===== config.mk =====
export PLATFORM = sky130hd
export DESIGN_NAME = spi_master_ctrl_flat
export DESIGN_NICKNAME = d
export VERILOG_FILES = /design/src/rtl/spi_master_ctrl_if.sv /design/src/rtl/spi_master_ctrl.sv /design/src/flat_wrapper.sv
export SDC_FILE = /design/constraint.sdc
export NUM_CORES = 1
export LEC_CHECK = 0
export CORE_ASPECT_RATIO = 2
export CORE_MARGIN = 4
export CORE_UTILIZATION = 58
export CTS_BUF_LIST = sky130_fd_sc_hd__clkbuf_8
export DETAILED_ROUTE_END_ITERATION = 10
export PLACE_DENSITY = 0.95
export SLEW_MARGIN = 20
export SYNTH_ARGS = -nofsm -noshare
export SYNTH_HDL_FRONTEND = slang
export SYNTH_SLANG_ARGS = --single-unit

===== constraint.sdc =====
create_clock -name clk -period 4.6 [get_ports clk]
set_input_delay 0.92 -clock clk [delete_from_list [all_inputs] [get_ports clk]]
set_output_delay 0.92 -clock clk [all_outputs]
set_load 0.1 [all_outputs]

===== src/rtl/spi_master_ctrl_if.sv =====
// Handshake bundle between spi_master_ctrl, its TX/RX FIFOs and the SPI pins.
// The controller connects through the master modport; FIFO and slave models use the slave modport.
interface spi_master_ctrl_if #(
  parameter int WIDTH = 8
);
  logic             enable;
  logic [WIDTH-1:0] tx_data;
  logic             tx_empty;
  logic             tx_rd_en;
  logic [WIDTH-1:0] rx_data;
  logic             rx_full;
  logic             rx_wr_en;
  logic             done;
  logic             busy;
  logic             sclk;
  logic             mosi;
  logic             miso;
  logic             cs_n;

  modport master (
    input  enable, tx_data, tx_empty, rx_full, miso,
    output tx_rd_en, rx_data, rx_wr_en, done, busy, sclk, mosi, cs_n
  );

  modport slave (
    output enable, tx_data, tx_empty, rx_full, miso,
    input  tx_rd_en, rx_data, rx_wr_en, done, busy, sclk, mosi, cs_n
  );
endinterface


===== src/rtl/spi_master_ctrl.sv =====
// SPI mode-0 master: pops a TX FIFO word, shifts it out MSB first while shifting
// miso in, then pushes the received word into the RX FIFO.
module spi_master_ctrl #(
  parameter int WIDTH   = 8,
  parameter int CLK_DIV = 4
) (
  input  logic              clk,
  input  logic              rst,
  spi_master_ctrl_if.master bus
);

  localparam int DIV_W = (CLK_DIV > 1) ? $clog2(CLK_DIV) : 1;
  localparam int BIT_W = $clog2(WIDTH + 1);

  typedef enum logic [1:0] {
    IDLE  = 2'd0,
    LOAD  = 2'd1,
    SHIFT = 2'd2,
    STORE = 2'd3
  } state_t;

  state_t           state_q;
  logic [DIV_W-1:0] div_cnt_q;
  logic [BIT_W-1:0] bit_cnt_q;
  logic [WIDTH-1:0] tx_shift_q;
  logic [WIDTH-1:0] rx_shift_q;
  logic [WIDTH-1:0] rx_data_q;
  logic             sclk_q;
  logic             cs_n_q;
  logic             tx_rd_en_q;
  logic             rx_wr_en_q;
  logic             done_q;

  logic start;
  logic div_tc;

  assign start  = bus.enable && !bus.tx_empty && !bus.rx_full;
  assign div_tc = (div_cnt_q == DIV_W'(CLK_DIV - 1));

  // NOTE: every register is updated with <= so all of them see the pre-edge
  // values of each other; a blocking assignment here would create ordering races.
  always_ff @(posedge clk or posedge rst) begin
    if (rst) begin
      state_q    <= IDLE;
      div_cnt_q  <= '0;
      bit_cnt_q  <= '0;
      tx_shift_q <= '0;
      rx_shift_q <= '0;
      rx_data_q  <= '0;
      sclk_q     <= 1'b0;
      cs_n_q     <= 1'b1;
      tx_rd_en_q <= 1'b0;
      rx_wr_en_q <= 1'b0;
      done_q     <= 1'b0;
    end else begin
      tx_rd_en_q <= 1'b0;
      rx_wr_en_q <= 1'b0;
      done_q     <= 1'b0;
      unique case (state_q)
        IDLE: begin
          if (start) begin
            state_q    <= LOAD;
            cs_n_q     <= 1'b0;
            tx_rd_en_q <= 1'b1;
          end
        end
        LOAD: begin
          tx_shift_q <= bus.tx_data;
          rx_shift_q <= '0;
          div_cnt_q  <= '0;
          bit_cnt_q  <= '0;
          state_q    <= SHIFT;
        end
        SHIFT: begin
          if (div_tc) begin
            div_cnt_q <= '0;
            sclk_q    <= ~sclk_q;
            if (!sclk_q) begin
              rx_shift_q <= {rx_shift_q[WIDTH-2:0], bus.miso};
            end else begin
              bit_cnt_q  <= bit_cnt_q + BIT_W'(1);
              // The last shift empties the register, so mosi idles low afterwards.
              tx_shift_q <= tx_shift_q << 1;
              if (bit_cnt_q == BIT_W'(WIDTH - 1)) begin
                state_q    <= STORE;
                rx_data_q  <= rx_shift_q;
                rx_wr_en_q <= 1'b1;
                done_q     <= 1'b1;
              end
            end
          end else begin
            div_cnt_q <= div_cnt_q + DIV_W'(1);
          end
        end
        STORE: begin
          if (start) begin
            state_q    <= LOAD;
            tx_rd_en_q <= 1'b1;
          end else begin
            state_q <= IDLE;
            cs_n_q  <= 1'b1;
          end
        end
      endcase
    end
  end

  assign bus.tx_rd_en = tx_rd_en_q;
  assign bus.rx_wr_en = rx_wr_en_q;
  assign bus.rx_data  = rx_data_q;
  assign bus.done     = done_q;
  assign bus.busy     = (state_q != IDLE);
  assign bus.sclk     = sclk_q;
  assign bus.mosi     = tx_shift_q[WIDTH-1];
  assign bus.cs_n     = cs_n_q;

endmodule


===== src/flat_wrapper.sv =====
// flat-port wrapper written by rule: the top's interface ports become plain ports
module spi_master_ctrl_flat 
#(
  parameter int WIDTH   = 8,
  parameter int CLK_DIV = 4
)
  (clk, rst, bus_enable, bus_tx_data, bus_tx_empty, bus_rx_full, bus_miso, bus_tx_rd_en, bus_rx_data, bus_rx_wr_en, bus_done, bus_busy, bus_sclk, bus_mosi, bus_cs_n);
  spi_master_ctrl_if #(.WIDTH(WIDTH)) bus_i ();
  input  logic clk;
  input  logic rst;
  input wire logic [$bits(bus_i.enable)-1:0] bus_enable;
  input wire logic [$bits(bus_i.tx_data)-1:0] bus_tx_data;
  input wire logic [$bits(bus_i.tx_empty)-1:0] bus_tx_empty;
  input wire logic [$bits(bus_i.rx_full)-1:0] bus_rx_full;
  input wire logic [$bits(bus_i.miso)-1:0] bus_miso;
  output wire logic [$bits(bus_i.tx_rd_en)-1:0] bus_tx_rd_en;
  output wire logic [$bits(bus_i.rx_data)-1:0] bus_rx_data;
  output wire logic [$bits(bus_i.rx_wr_en)-1:0] bus_rx_wr_en;
  output wire logic [$bits(bus_i.done)-1:0] bus_done;
  output wire logic [$bits(bus_i.busy)-1:0] bus_busy;
  output wire logic [$bits(bus_i.sclk)-1:0] bus_sclk;
  output wire logic [$bits(bus_i.mosi)-1:0] bus_mosi;
  output wire logic [$bits(bus_i.cs_n)-1:0] bus_cs_n;
  assign bus_i.enable = bus_enable;
  assign bus_i.tx_data = bus_tx_data;
  assign bus_i.tx_empty = bus_tx_empty;
  assign bus_i.rx_full = bus_rx_full;
  assign bus_i.miso = bus_miso;
  assign bus_tx_rd_en = bus_i.tx_rd_en;
  assign bus_rx_data = bus_i.rx_data;
  assign bus_rx_wr_en = bus_i.rx_wr_en;
  assign bus_done = bus_i.done;
  assign bus_busy = bus_i.busy;
  assign bus_sclk = bus_i.sclk;
  assign bus_mosi = bus_i.mosi;
  assign bus_cs_n = bus_i.cs_n;
  spi_master_ctrl #(.WIDTH(WIDTH), .CLK_DIV(CLK_DIV)) u_core (.clk(clk), .rst(rst), .bus(bus_i));
endmodule

==> After elaboration in Yosys (flattened, before gate mapping) <==
Cells that the tools add are included.
{ "totals": {"ram_bits": 0, "mem_bits_ro": 0, "mem_count": 0, "reg_bits": 36, "out_inout_bits": 15, "latch_bits": 0} }
{ "op_classes": {"n_mul": 0, "reduce_logical": 15, "add_sub_neg": 2, "eq_ne": 11, "n_shift": 0, "muxes": 26, "bitwise_logic": 1, "div_mod_pow": 0, "magnitude_cmp": 0} }
{ "ops": {"columns": ["cell", "count"], "rows": [
  ["two-way mux 8 bit", 4],
  ["one-hot mux 8 bit (2 select lines)", 2],
  ["two-way mux 2 bit", 5],
  ["two-way mux 1 bit", 9],
  ["AND reduction 3 bit", 3],
  ["two-way mux 4 bit", 2],
  ["inequality test 2 x 1 -> 1 bit, second input constant", 4],
  ["one-hot mux 2 bit (4 select lines)", 1],
  ["one-hot mux 4 bit (2 select lines)", 1],
  ["AND reduction 4 bit", 2],
  ["== test 2 bit, second input constant", 3],
  ["nonzero test 2 bit", 3],
  ["adder 4 x 1 -> 4 bit, second input constant", 1],
  ["== test 4 x 3 -> 1 bit, second input constant", 1],
  ["inequality test 2 bit, second input constant", 2],
  ["one-hot mux 2 bit (2 select lines)", 1],
  ["adder 2 x 1 -> 2 bit, second input constant", 1],
  ["== test 2 x 1 -> 1 bit, second input constant", 1],
  ["logical AND 1 bit", 2],
  ["zero test 1 bit", 2],
  ["zero test 2 bit", 1],
  ["one-hot mux 1 bit (2 select lines)", 1],
  ["AND reduction 2 bit", 1],
  ["OR reduction 2 bit", 1],
  ["NOT 1 bit", 1]
]} }

==> Logic depth before layout (Yosys ltp) <==
Gate-level depths: netlist (run 1).
{ "logic_depth": {"depth_word": 5, "mapped_depth": 7} }

==> Worst setup path after synthesis (run 1) <==
Ideal clock, no wire load.
{ "synth_path": {"path_type": "register -> output", "from": "reg u_core.rx_wr_en_q, in the netlist u_core.bus.rx_wr_en", "to": "out bus_rx_wr_en", "required_time_ns": 3.680, "n_path_buf": 1, "stages_incl_launch_ff": 2, "t_arrival_ns": 1.324, "path_slack_ns": 2.356, "path_cell_list": "dfrtp_1 > buf_4"} }
{ "synth_lines": {"columns": ["element", "line_no", "source"], "rows": [
  ["start, declared", "spi_master_ctrl.sv:31", "logic rx_wr_en_q;"],
  ["start signal, assigned", "spi_master_ctrl.sv:53", "rx_wr_en_q <= 1'b0;"],
  ["start signal, assigned", "spi_master_ctrl.sv:57", "rx_wr_en_q <= 1'b0;"],
  ["start signal, assigned", "spi_master_ctrl.sv:87", "rx_wr_en_q <= 1'b1;"],
  ["end, declared", "flat_wrapper.sv:18", "output wire logic [$bits(bus_i.rx_wr_en)-1:0] bus_rx_wr_en;"]
]} }
No word-level cell between the ends.

==> Worst setup path after layout (run 1) <==
{ "layout_path": {"from": "reg u_core.state_q[0]", "to": "out bus_busy"} }
{ "layout_between": {"elab_chain_cells": 1} }
{ "layout_lines": {"columns": ["element", "line_no", "source"], "rows": [
  ["start, declared", "spi_master_ctrl.sv:22", "state_t state_q;"],
  ["start signal, assigned", "spi_master_ctrl.sv:44", "state_q <= IDLE;"],
  ["start signal, assigned", "spi_master_ctrl.sv:62", "state_q <= LOAD;"],
  ["start signal, assigned", "spi_master_ctrl.sv:72", "state_q <= SHIFT;"],
  ["nonzero test 2 bit", "spi_master_ctrl.sv:112", "assign bus.busy = (state_q != IDLE);"],
  ["end, declared", "flat_wrapper.sv:20", "output wire logic [$bits(bus_i.busy)-1:0] bus_busy;"]
]} }
Every way passes these cells.

==> flow_summary.yaml, run 1 <==
run_status:
  outcome: "finished, final reports clean"
sta:
  rsz_0062_raised_after_global_routing: "false"
  finalSetupViolCount: 0
  final-max-slew-violation-count: 0
  final.min_clock_period_ps: 3190
  hold_violations: 0
  slew_headroom: 0.350
  setup-tns-final_ps: 0
  finalCritPeriodShare: 0.694
  worst_clock_skew_ps: 11.5
  fmax_achieved_mhz: 313
  tightestPinTransition_ps: 972
setup_path:
  reg2reg_setup_slack_ps: 2230
  crit_path_max_cell_delay_ps: 1130
  critPathBufInv: 3
  reg2reg_depth: 6
  r2r-end: "u_core.bit_cnt_q[2]$_DFFE_PP0P_"
  rr_startpoint: "u_core.state_q[0]$_DFFE_PP0P_"
  maximum_fanout_encountered_on_the_critical_timing_path: 6
  crit_path_end_kind: "primary output"
  startpoint_type: "flop"
  arrival_ps: 2270
  crit_path_cell_trace: "inv_1 > ha_1 > inv_1 > clkdlybuf4s50_1"
  category_of_cells_accounting_for_the_largest_share_of_critical_path_delay: "buffers and inverters"
  worst-setup-path-type: "flop to primary output"
  cpMaxStageDelayCell: "sky130_fd_sc_hd__clkdlybuf4s50_1"
  cp_common_cell: "sky130_fd_sc_hd__inv_1"
  cp_data_required_time_ps: 3680
floorplan:
  floorplan.initialDensity: 0.603
  pin_count: 29
  height_of_the_chip_um: 83.4
  die_footprint_mm2: 0.00381
  chipWidth_um: 45.7
  site_rows: 27
  floorplan_core_area_mm2: 0.00274
global_routing:
  first_global_vias: 1213
  grt_antenna_before_repair: 0
  grt_max_degree: 37
  globalRoute.totalOverflow: 0
  grtUsageTotal: 0.190
  first_pass_grt_wire_length_mm: 5.35
placed_design:
  place_hpwl_mm: 2.33
  place_area_mm2: 0.00193
  place.port_buffers: 28
  gp_routability_congestion: 0.739
cts:
  cts_root_buf: "sky130_fd_sc_hd__clkbuf_8"
  cts_sinks: 36
  h-tree-depth: 2
  hold_buffers: 0
  cts_tree: "yes"
  path_clk_slew_ps: 70
  cts_inserted_buffers: 5
  cts_setup_buffers: 0
  clk_latency_ps: 290
  clk_path_buf_depth: 2
  ctsResizeCount: 0
logic_synthesis:
  post_syn_instances: 138
  postSynthNetCount: 159
  synth_async_sr_flop_share: 1.00
  syn_area_per_cell_um2: 11.9
  most_frequently_used_flop_master_after_synthesis: "sky130_fd_sc_hd__dfrtp_1"
  count_of_synthesis_stage_warnings_from_yosys: 0
  synth-edff-count: 0
  synth_top_cell_by_area: "sky130_fd_sc_hd__dfrtp_1"
  post-synth-top-area-fraction: 0.531
  syn_area_mm2: 0.00165
  most_frequently_used_cell_type_in_the_post_synthesis_netlist: "sky130_fd_sc_hd__dfrtp_1"
  synthDistinctLibCells: 34
  synth-seq-area-share: 0.547
  ys_seq_elements: 36
  synth_area_leaders: "sky130_fd_sc_hd__dfrtp_1 53%, sky130_fd_sc_hd__ha_1 5.3%, sky130_fd_sc_hd__mux2i_1 4.9%"
  post_synth_most_frequent_cells: "35 x sky130_fd_sc_hd__dfrtp_1, 13 x sky130_fd_sc_hd__nand2_1, 11 x sky130_fd_sc_hd__o21ai_1, 8 x sky130_fd_sc_hd__a22o_1, 8 x sky130_fd_sc_hd__mux2i_1"
cells_and_area:
  proportion_of_layout_cells_with_a_drive_suffix_above_1: 0.118
  layout_net_count: 189
  final.fill_count: 177
  synthToLayoutAreaGrowth_pct: 24.1
  post-route-cell-area_mm2: 0.00205
  diodes: 0
worst_hold_path:
  endpoint_worst_hold: "u_core.tx_shift_q[4]$_DFFE_PP0P_"
  hold_path_startpoint: "u_core.tx_shift_q[4]$_DFFE_PP0P_"
  hold_path.class: "flop to flop"
  worst_hold_path_stage_count: 2
routing:
  num_vias: 1113
  via_per_inst: 5.62
  antenna_violating_nets_post_route: 0
  drt_first_iter_violations: 15
  drt_first_pass_iters: 4
  detail_route.wirelength_mm: 3.13
  drcViolationCount: 0
  wl_per_cell_um: 15.8
job:
  cap_violations: 0
power_and_ir_drop:
  vdd_drop_max_uv: 344
  leakage_nw: 0.955
  p_per_area_mw_per_mm2: 304
==> worst max-delay path by stage <==
stage                                  start            to  slack [ps]  cells after the start
3_3_place_gp   u_core.state_q[1]$_DFFE_PP0P_      bus_busy        1770                      4
6_report       u_core.state_q[0]$_DFFE_PP0P_      bus_busy        1410                      4
2_1_floorplan  u_core.bus.rx_wr_en$_DFF_PP0_  bus_rx_wr_en        2360                      1
3_5_place_dp   u_core.state_q[1]$_DFFE_PP0P_      bus_busy        1710                      4
4_1_cts        u_core.state_q[1]$_DFFE_PP0P_      bus_busy        1380                      4
5_1_grt        u_core.state_q[1]$_DFFE_PP0P_      bus_busy        1320                      4
==> kinds of logic after synthesis <==
family	count (synthesis)	share of synthesized area
flip-flops	36	0.547
AND/OR/NAND/NOR	33	0.115
AO/OA/AOI/OAI	31	0.123
multiplexers	18	0.119
buffers and inverters	12	0.0372
adder cells (fa/ha/maj)	7	0.0531
XOR/XNOR	1	0.00531
==> placed cells by master, fill, tap and decap left out, types with 3 or more instances in the layout <==
master,synthesis,layout
sky130_fd_sc_hd__mux2_2,3,3
sky130_fd_sc_hd__mux2i_1,8,8
sky130_fd_sc_hd__o21ai_0,5,5
sky130_fd_sc_hd__mux2_1,6,6
sky130_fd_sc_hd__a21oi_1,3,3
sky130_fd_sc_hd__a22o_1,8,8
sky130_fd_sc_hd__o21ai_1,11,11
sky130_fd_sc_hd__dfrtp_1,35,35
sky130_fd_sc_hd__nand2_1,13,13
sky130_fd_sc_hd__nand2b_1,4,4
sky130_fd_sc_hd__clkbuf_8,0,5
sky130_fd_sc_hd__inv_1,6,6
sky130_fd_sc_hd__nand3_1,4,4
sky130_fd_sc_hd__clkdlybuf4s50_1,0,28
sky130_fd_sc_hd__ha_1,7,7
==> where the power goes <==
group          switching, mW  leakage, nW  internal, mW
logic                 0.0129        0.435        0.0140
clock network          0.112       0.0541         0.160
registers            0.00277        0.466         0.320
total                  0.128        0.955         0.494
==> per-stage QoR <==
stage	instances	setup slack (ps)	power, mW	utilization	hold slack [ps]
2_1_floorplan	138	2360	0.341	-	450
4_1_cts	198	1380	0.627	0.748	491
5_1_grt	198	1320	0.643	0.748	509
6_report	198	1410	0.622	0.748	485
3_3_place_gp	190	1770	0.355	0.707	466
3_5_place_dp	190	1710	0.356	0.707	476
==> final cells by class <==
type / count / area [um2] / share of cell area
clock buffers: 5 / 68.8 / 0.0336
clock inverters: 3 / 42.5 / 0.0208
inverters: 6 / 22.5 / 0.0110
multi-input cells: 90 / 686 / 0.335
flip-flops and latches: 36 / 902 / 0.441
well taps: 29 / 36.3 / 0.0177
repair buffers: 29 / 288 / 0.141
==> tightest hold or removal path, delay by kind of cell, from the launching register on <==
kind / cells / cell delay [ps]
flip-flops: 1 / 340
AND/OR/NAND/NOR: 1 / 50
AO/OA/AOI/OAI: 1 / 60
==> per-layer routing <==
| layer | part of all wire | GRT usage |
|---|---|---|
| met5 | 0 | 0 |
| met3 | 0.044 | 0.0477 |
| met4 | 0.016 | 0.0725 |
| met2 | 0.57 | 0.338 |
| met1 | 0.37 | 0.198 |
==> flip-flops by register name, summed over array words and instances, names as in the netlist <==
signal	count
u_core.bus.tx_rd_en	1
u_core.state_q	2
u_core.bus.rx_data	8
u_core.bus.rx_wr_en	1
u_core.bus.sclk	1
u_core.div_cnt_q	2
u_core.bus.cs_n	1
u_core.rx_shift_q	8
u_core.tx_shift_q	8
u_core.bit_cnt_q	4
No activity file was read; power rests on OpenSTA's default activity.
==> inputs of run 2 (changes only) <==
- CORE_UTILIZATION: 58 -> 54
- PLACE_DENSITY: 0.95 -> 0.89
- clock period: 4.6 -> 3.1 ns (I/O delays scaled with it)
==> flow_summary.yaml, run 2 (same netlist as run 1, synthesis figures left out) <==
cells_and_area:
  proportion_of_layout_cells_with_a_drive_suffix_above_1: 0.216
  post-route-cell-area_mm2: 0.00201
  layout_net_count: 191
  most_used_cells_in_the_layout_excluding_fill_and_tap_cells: "35 x sky130_fd_sc_hd__dfrtp_1, 18 x sky130_fd_sc_hd__buf_4, 13 x sky130_fd_sc_hd__nand2_1, 13 x sky130_fd_sc_hd__clkdlybuf4s50_1, 11 x sky130_fd_sc_hd__o21ai_1"
  diodes: 0
  final.fill_count: 226
  synthToLayoutAreaGrowth_pct: 21.6
  layout_commonest_cell: "sky130_fd_sc_hd__dfrtp_1"
sta:
  finalSetupViolCount: 0
  hold_slack_ps: 490
  setup-tns-final_ps: 0
  hold_violations: 0
  final.min_clock_period_ps: 2130
  slew_headroom: 0.486
  final-max-slew-violation-count: 0
  rsz_0062_raised_after_global_routing: "false"
  worst_clock_skew_ps: 4.66
  final_critical_path_setup_slack_ps: 972
  tightestPinTransition_ps: 771
  fmax_achieved_mhz: 470
  finalCritPeriodShare: 0.687
run_status:
  outcome: "finished, final reports clean"
setup_path:
  maximum_fanout_encountered_on_the_critical_timing_path: 21
  reg2reg_setup_slack_ps: 970
  r2r-end: "u_core.bit_cnt_q[2]$_DFFE_PP0P_"
  startpoint_type: "flop"
  crit_end: "u_core.bit_cnt_q[2]$_DFFE_PP0P_"
  rr_startpoint: "u_core.state_q[0]$_DFFE_PP0P_"
  worst-setup-path-type: "flop to flop"
  cp_data_required_time_ps: 3260
  reg2reg_depth: 7
  worst_setup_path_startpoint: "u_core.state_q[0]$_DFFE_PP0P_"
  crit_path_end_kind: "flop"
  arrival_ps: 2290
floorplan:
  floorplan_core_area_mm2: 0.00294
  pin_count: 29
  site_rows: 28
  die_footprint_mm2: 0.00406
  chipWidth_um: 47.1
  height_of_the_chip_um: 86.2
  floorplan.initialDensity: 0.560
cts:
  cts_tree: "yes"
  clk_path_buf_depth: 2
  clk_latency_ps: 290
  cts_setup_buffers: 0
  path_clk_slew_ps: 70
  ctsResizeCount: 0
  cts_root_buf: "sky130_fd_sc_hd__clkbuf_8"
  cts_inserted_buffers: 5
  h-tree-depth: 2
  hold_buffers: 0
  cts_sinks: 36
routing:
  num_vias: 1145
  drt_first_pass_iters: 4
  antenna_violating_nets_post_route: 0
  via_per_inst: 5.70
  top_layer_used: "met4"
  met3RoutedLength_um: 157
  drcViolationCount: 0
  wl_met2_mm: 1.74
  m1_wl_mm: 1.07
  wl_per_cell_um: 15.2
  drt_first_iter_violations: 9
  detail_route.wirelength_mm: 3.06
power_and_ir_drop:
  leakage_nw: 0.988
  cell_internal_pwr_mw: 0.673
  power.total_mw: 0.860
  power_frac_clock: 0.396
  p_comb_frac: 0.047
  p_sw_mw: 0.187
  p_per_area_mw_per_mm2: 429
  vdd_drop_max_uv: 432
  power.share.sequential: 0.557
  power.switching_fraction: 0.217
placed_design:
  gp_routability_congestion: 0.746
  place_area_mm2: 0.00191
  pre_cts_slack_ps: 965
  place_hpwl_mm: 2.38
  place.port_buffers: 28
global_routing:
  grtUsageTotal: 0.175
  first_pass_grt_wire_length_mm: 5.00
  first_global_vias: 1153
  grt_antenna_before_repair: 0
  globalRoute.totalOverflow: 0
  grt_max_degree: 23
worst_hold_path:
  hold_path.class: "flop to flop"
job:
  cap_violations: 0
## run 2: cell types whose count changed in the layout (fill, tap and decap cells not counted), sizes merged
cell,before,now
buf,1,18
clkdlybuf4s50,28,13
bufinv,1,0
clkbuf,5,6
clkinv,1,2
clkinvlp,1,0
## run 2: worst min-delay path by stage
stage	cells past startpoint	endpoint	from
4_1_cts	2	u_core.tx_shift_q[3]$_DFFE_PP0P_	u_core.tx_shift_q[3]$_DFFE_PP0P_
3_5_place_dp	2	u_core.tx_shift_q[3]$_DFFE_PP0P_	u_core.tx_shift_q[3]$_DFFE_PP0P_
3_3_place_gp	1	u_core.bit_cnt_q[3]$_DFFE_PP0P_	u_core.bit_cnt_q[3]$_DFFE_PP0P_
5_1_grt	2	u_core.tx_shift_q[3]$_DFFE_PP0P_	u_core.tx_shift_q[3]$_DFFE_PP0P_
2_1_floorplan	1	u_core.bit_cnt_q[3]$_DFFE_PP0P_	u_core.bit_cnt_q[3]$_DFFE_PP0P_
6_report	2	u_core.tx_shift_q[3]$_DFFE_PP0P_	u_core.tx_shift_q[3]$_DFFE_PP0P_
## run 2: final cells by class
type	count	area, um2	share of cell area
Clock inverter	2	10.0	0.00499
Inverter	6	22.5	0.0112
Timing Repair Buffer	31	265	0.132
Multi-Input combinational cell	90	686	0.342
Clock buffer	6	82.6	0.0412
Tap cell	30	37.5	0.0187
Sequential cell	36	902	0.450
## run 2: power groups by stage
stage | combinational (mW) | sequential (mW) | clock (mW)
floorplan | 0.0146 | 0.492 | 0
global placement | 0.0398 | 0.488 | 0
detailed placement | 0.0410 | 0.488 | 0
CTS | 0.0411 | 0.479 | 0.352
global route | 0.0443 | 0.479 | 0.368
finish | 0.0400 | 0.479 | 0.341
## run 2: per-layer routing
layer / global-route usage / vias to the layer above
met5: 0 / -
met4: 0.0982 / 0
met3: 0.0567 / 8
met2: 0.300 / 32
met1: 0.172 / 563
li1: - / 542
## run 2: through the flow
stage                util  instances
floorplan               -        138
global placement    0.650        193
detailed placement  0.650        193
CTS                 0.682        201
global route        0.682        201
finish              0.682        201
## run 2: critical path, stage by stage, from the launching register on
cell                       delay, ps
sky130_fd_sc_hd__dfrtp_1         360
sky130_fd_sc_hd__inv_1           110
sky130_fd_sc_hd__ha_1            220
sky130_fd_sc_hd__buf_4           210
sky130_fd_sc_hd__nand2b_1        140
sky130_fd_sc_hd__nand3_1         500
sky130_fd_sc_hd__o21ai_0         340
sky130_fd_sc_hd__o21ai_0         120
==> inputs of run 3 (changes only) <==
- CORE_UTILIZATION: 54 -> 49
- PLACE_DENSITY: 0.89 -> 0.86
- clock period: 3.1 -> 1.7 ns (I/O delays scaled with it)
==> flow_summary.yaml, run 3 (same netlist as run 1, synthesis figures left out) <==
routing:
  drcViolationCount: 0
  num_vias: 1159
  detail_route.wirelength_mm: 3.43
  via_per_inst: 5.63
  antenna_violating_nets_post_route: 0
  drt_first_pass_iters: 4
  drt_first_iter_violations: 44
  wl_per_cell_um: 16.6
cts:
  clk_path_buf_depth: 2
  path_clk_slew_ps: 70
  cts_tree: "yes"
  cts_root_buf: "sky130_fd_sc_hd__clkbuf_8"
  clk_latency_ps: 290
  cts_inserted_buffers: 5
  h-tree-depth: 2
  cts_sinks: 36
  hold_buffers: 0
job:
  cap_violations: 0
cells_and_area:
  final.fill_count: 222
  most_used_cells_in_the_layout_excluding_fill_and_tap_cells: "33 x sky130_fd_sc_hd__dfrtp_1, 16 x sky130_fd_sc_hd__buf_12, 13 x sky130_fd_sc_hd__nand2_1, 13 x sky130_fd_sc_hd__clkdlybuf4s50_1, 11 x sky130_fd_sc_hd__o21ai_1"
  diodes: 0
  utilization: 0.710
  layout_net_count: 196
  proportion_of_layout_cells_with_a_drive_suffix_above_1: 0.274
  layout_commonest_cell: "sky130_fd_sc_hd__dfrtp_1"
  synthToLayoutAreaGrowth_pct: 37.6
power_and_ir_drop:
  cell_internal_pwr_mw: 1.18
  p_comb_frac: 0.054
  p_sw_mw: 0.324
  leakage_nw: 1.06
  power.share.sequential: 0.581
  p_per_area_mw_per_mm2: 664
  power.switching_fraction: 0.215
  power_frac_clock: 0.366
  vdd_drop_max_uv: 577
sta:
  finalCritPeriodShare: 0.981
  finalSetupViolCount: 0
  worst_clock_skew_ps: 4.03
  hold_violations: 0
  rsz_0062_raised_after_global_routing: "true"
  tightestPinTransition_ps: 344
  hold_slack_ps: 392
  slew_headroom: 0.770
  final-max-slew-violation-count: 0
  fmax_achieved_mhz: 599
  final.min_clock_period_ps: 1670
setup_path:
  critPathBufInv: 3
  crit_path_cell_trace: "inv_2 > ha_2 > inv_1 > buf_12"
  category_of_cells_accounting_for_the_largest_share_of_critical_path_delay: "flip-flops"
  reg2reg_setup_slack_ps: 80
  crit_path_max_cell_delay_ps: 400
  arrival_ps: 1330
  worst-setup-path-type: "flop to primary output"
  rr_startpoint: "u_core.state_q[0]$_DFFE_PP0P_"
  maximum_fanout_encountered_on_the_critical_timing_path: 6
  cp_data_required_time_ps: 1360
  cpMaxStageDelayCell: "sky130_fd_sc_hd__dfrtp_1"
  reg2reg_depth: 5
  crit_path_end_kind: "primary output"
  r2r-end: "u_core.bus.rx_data[3]$_DFFE_PP0P_"
  startpoint_type: "flop"
placed_design:
  gp_routability_congestion: 0.765
  place_hpwl_mm: 2.52
  place.port_buffers: 28
run_status:
  outcome: "finished, final reports clean"
floorplan:
  floorplan.initialDensity: 0.516
  chipWidth_um: 49.0
  pin_count: 29
  height_of_the_chip_um: 90.0
  die_footprint_mm2: 0.00441
  site_rows: 29
  floorplan_core_area_mm2: 0.00319
global_routing:
  first_global_vias: 1250
  grtUsageTotal: 0.161
  grt_antenna_before_repair: 0
  grt_max_degree: 37
  first_pass_grt_wire_length_mm: 5.53
  globalRoute.totalOverflow: 0
worst_hold_path:
  hold_path.class: "input pin to asynchronous set/reset pin"
[run 3: cell count changes in the layout (fill, tap and decap cells not counted), moves of 3 or more]
cell                     before  now
sky130_fd_sc_hd__ha_1         7    4
sky130_fd_sc_hd__buf_4       18    5
sky130_fd_sc_hd__ha_2         0    3
sky130_fd_sc_hd__buf_12       0   16
[run 3: routing by layer]
metal / part of all wire / up-vias / global-route usage
met5: 0 / - / 0
met4: 0.037 / 0 / 0.101
met3: 0.031 / 13 / 0.0364
met2: 0.59 / 28 / 0.298
met1: 0.34 / 566 / 0.148
li1: - / 552 / -
[run 3: area by class of cell]
cell class                      count  area [um2]  area share
Clock buffer                        5        68.8      0.0303
Clock inverter                      2        8.76     0.00386
Inverter                            6        22.5     0.00993
Multi-Input combinational cell     91         726       0.320
Sequential cell                    36         905       0.399
Tap cell                           31        38.8      0.0171
Timing Repair Buffer               35         499       0.220
[run 3: how the worst max path moves through the flow]
| stage | from | endpoint | slack, ps | cells past startpoint |
|---|---|---|---|---|
| 2_1_floorplan | u_core.bus.rx_wr_en$_DFF_PP0_ | bus_rx_wr_en | 40 | 1 |
| 3_3_place_gp | bus_enable | u_core.state_q[1]$_DFFE_PP0P_ | -80 | 5 |
| 3_5_place_dp | bus_enable | u_core.state_q[1]$_DFFE_PP0P_ | -120 | 5 |
| 4_1_cts | u_core.state_q[1]$_DFFE_PP0P_ | bus_busy | 20 | 4 |
| 5_1_grt | u_core.state_q[0]$_DFFE_PP0P_ | u_core.rx_shift_q[3]$_DFFE_PP0P_ | -20 | 6 |
| 6_report | u_core.state_q[0]$_DFFE_PP0P_ | bus_busy | 30 | 4 |
[run 3: power groups by stage]
stage / Sequential, mW / Combinational [mW] / Clock, mW
2_1_floorplan: 0.896 / 0.0266 / 0
4_1_cts: 0.875 / 0.0829 / 0.567
3_5_place_dp: 0.890 / 0.0824 / 0
6_report: 0.875 / 0.0811 / 0.551
5_1_grt: 0.875 / 0.0890 / 0.589
3_3_place_gp: 0.890 / 0.0789 / 0
[run 3: what timing repair did]
action / in CTS / in global routing
resized for setup: 4 / 6
buffers inserted: 0 / 0
pin swaps: 1 / 1
setup endpoints to repair: 12 / 21
gates cloned: 1 / 0
[run 3: tightest hold or removal path, cell delays in order]
cell,delay [ps]
sky130_fd_sc_hd__clkdlybuf4s50_1,400
sky130_fd_sc_hd__inv_1,90
sky130_fd_sc_hd__buf_12,220
[run 3: stage by stage]
| step | total power, mW | instances | setup slack [ps] | instance area [um2] | TNS [ps] |
|---|---|---|---|---|---|
| global route | 1.55 | 206 | -23.8 | 2270 | -47.5 |
| CTS | 1.52 | 206 | 23.9 | 2240 | 0 |
| detailed placement | 0.973 | 198 | -121 | 2150 | -321 |
| global placement | 0.968 | 198 | -81.8 | 2150 | -104 |
| floorplan | 0.923 | 138 | 36.0 | 1650 | 0 |
| finish | 1.51 | 206 | 31.8 | 2270 | 0 |
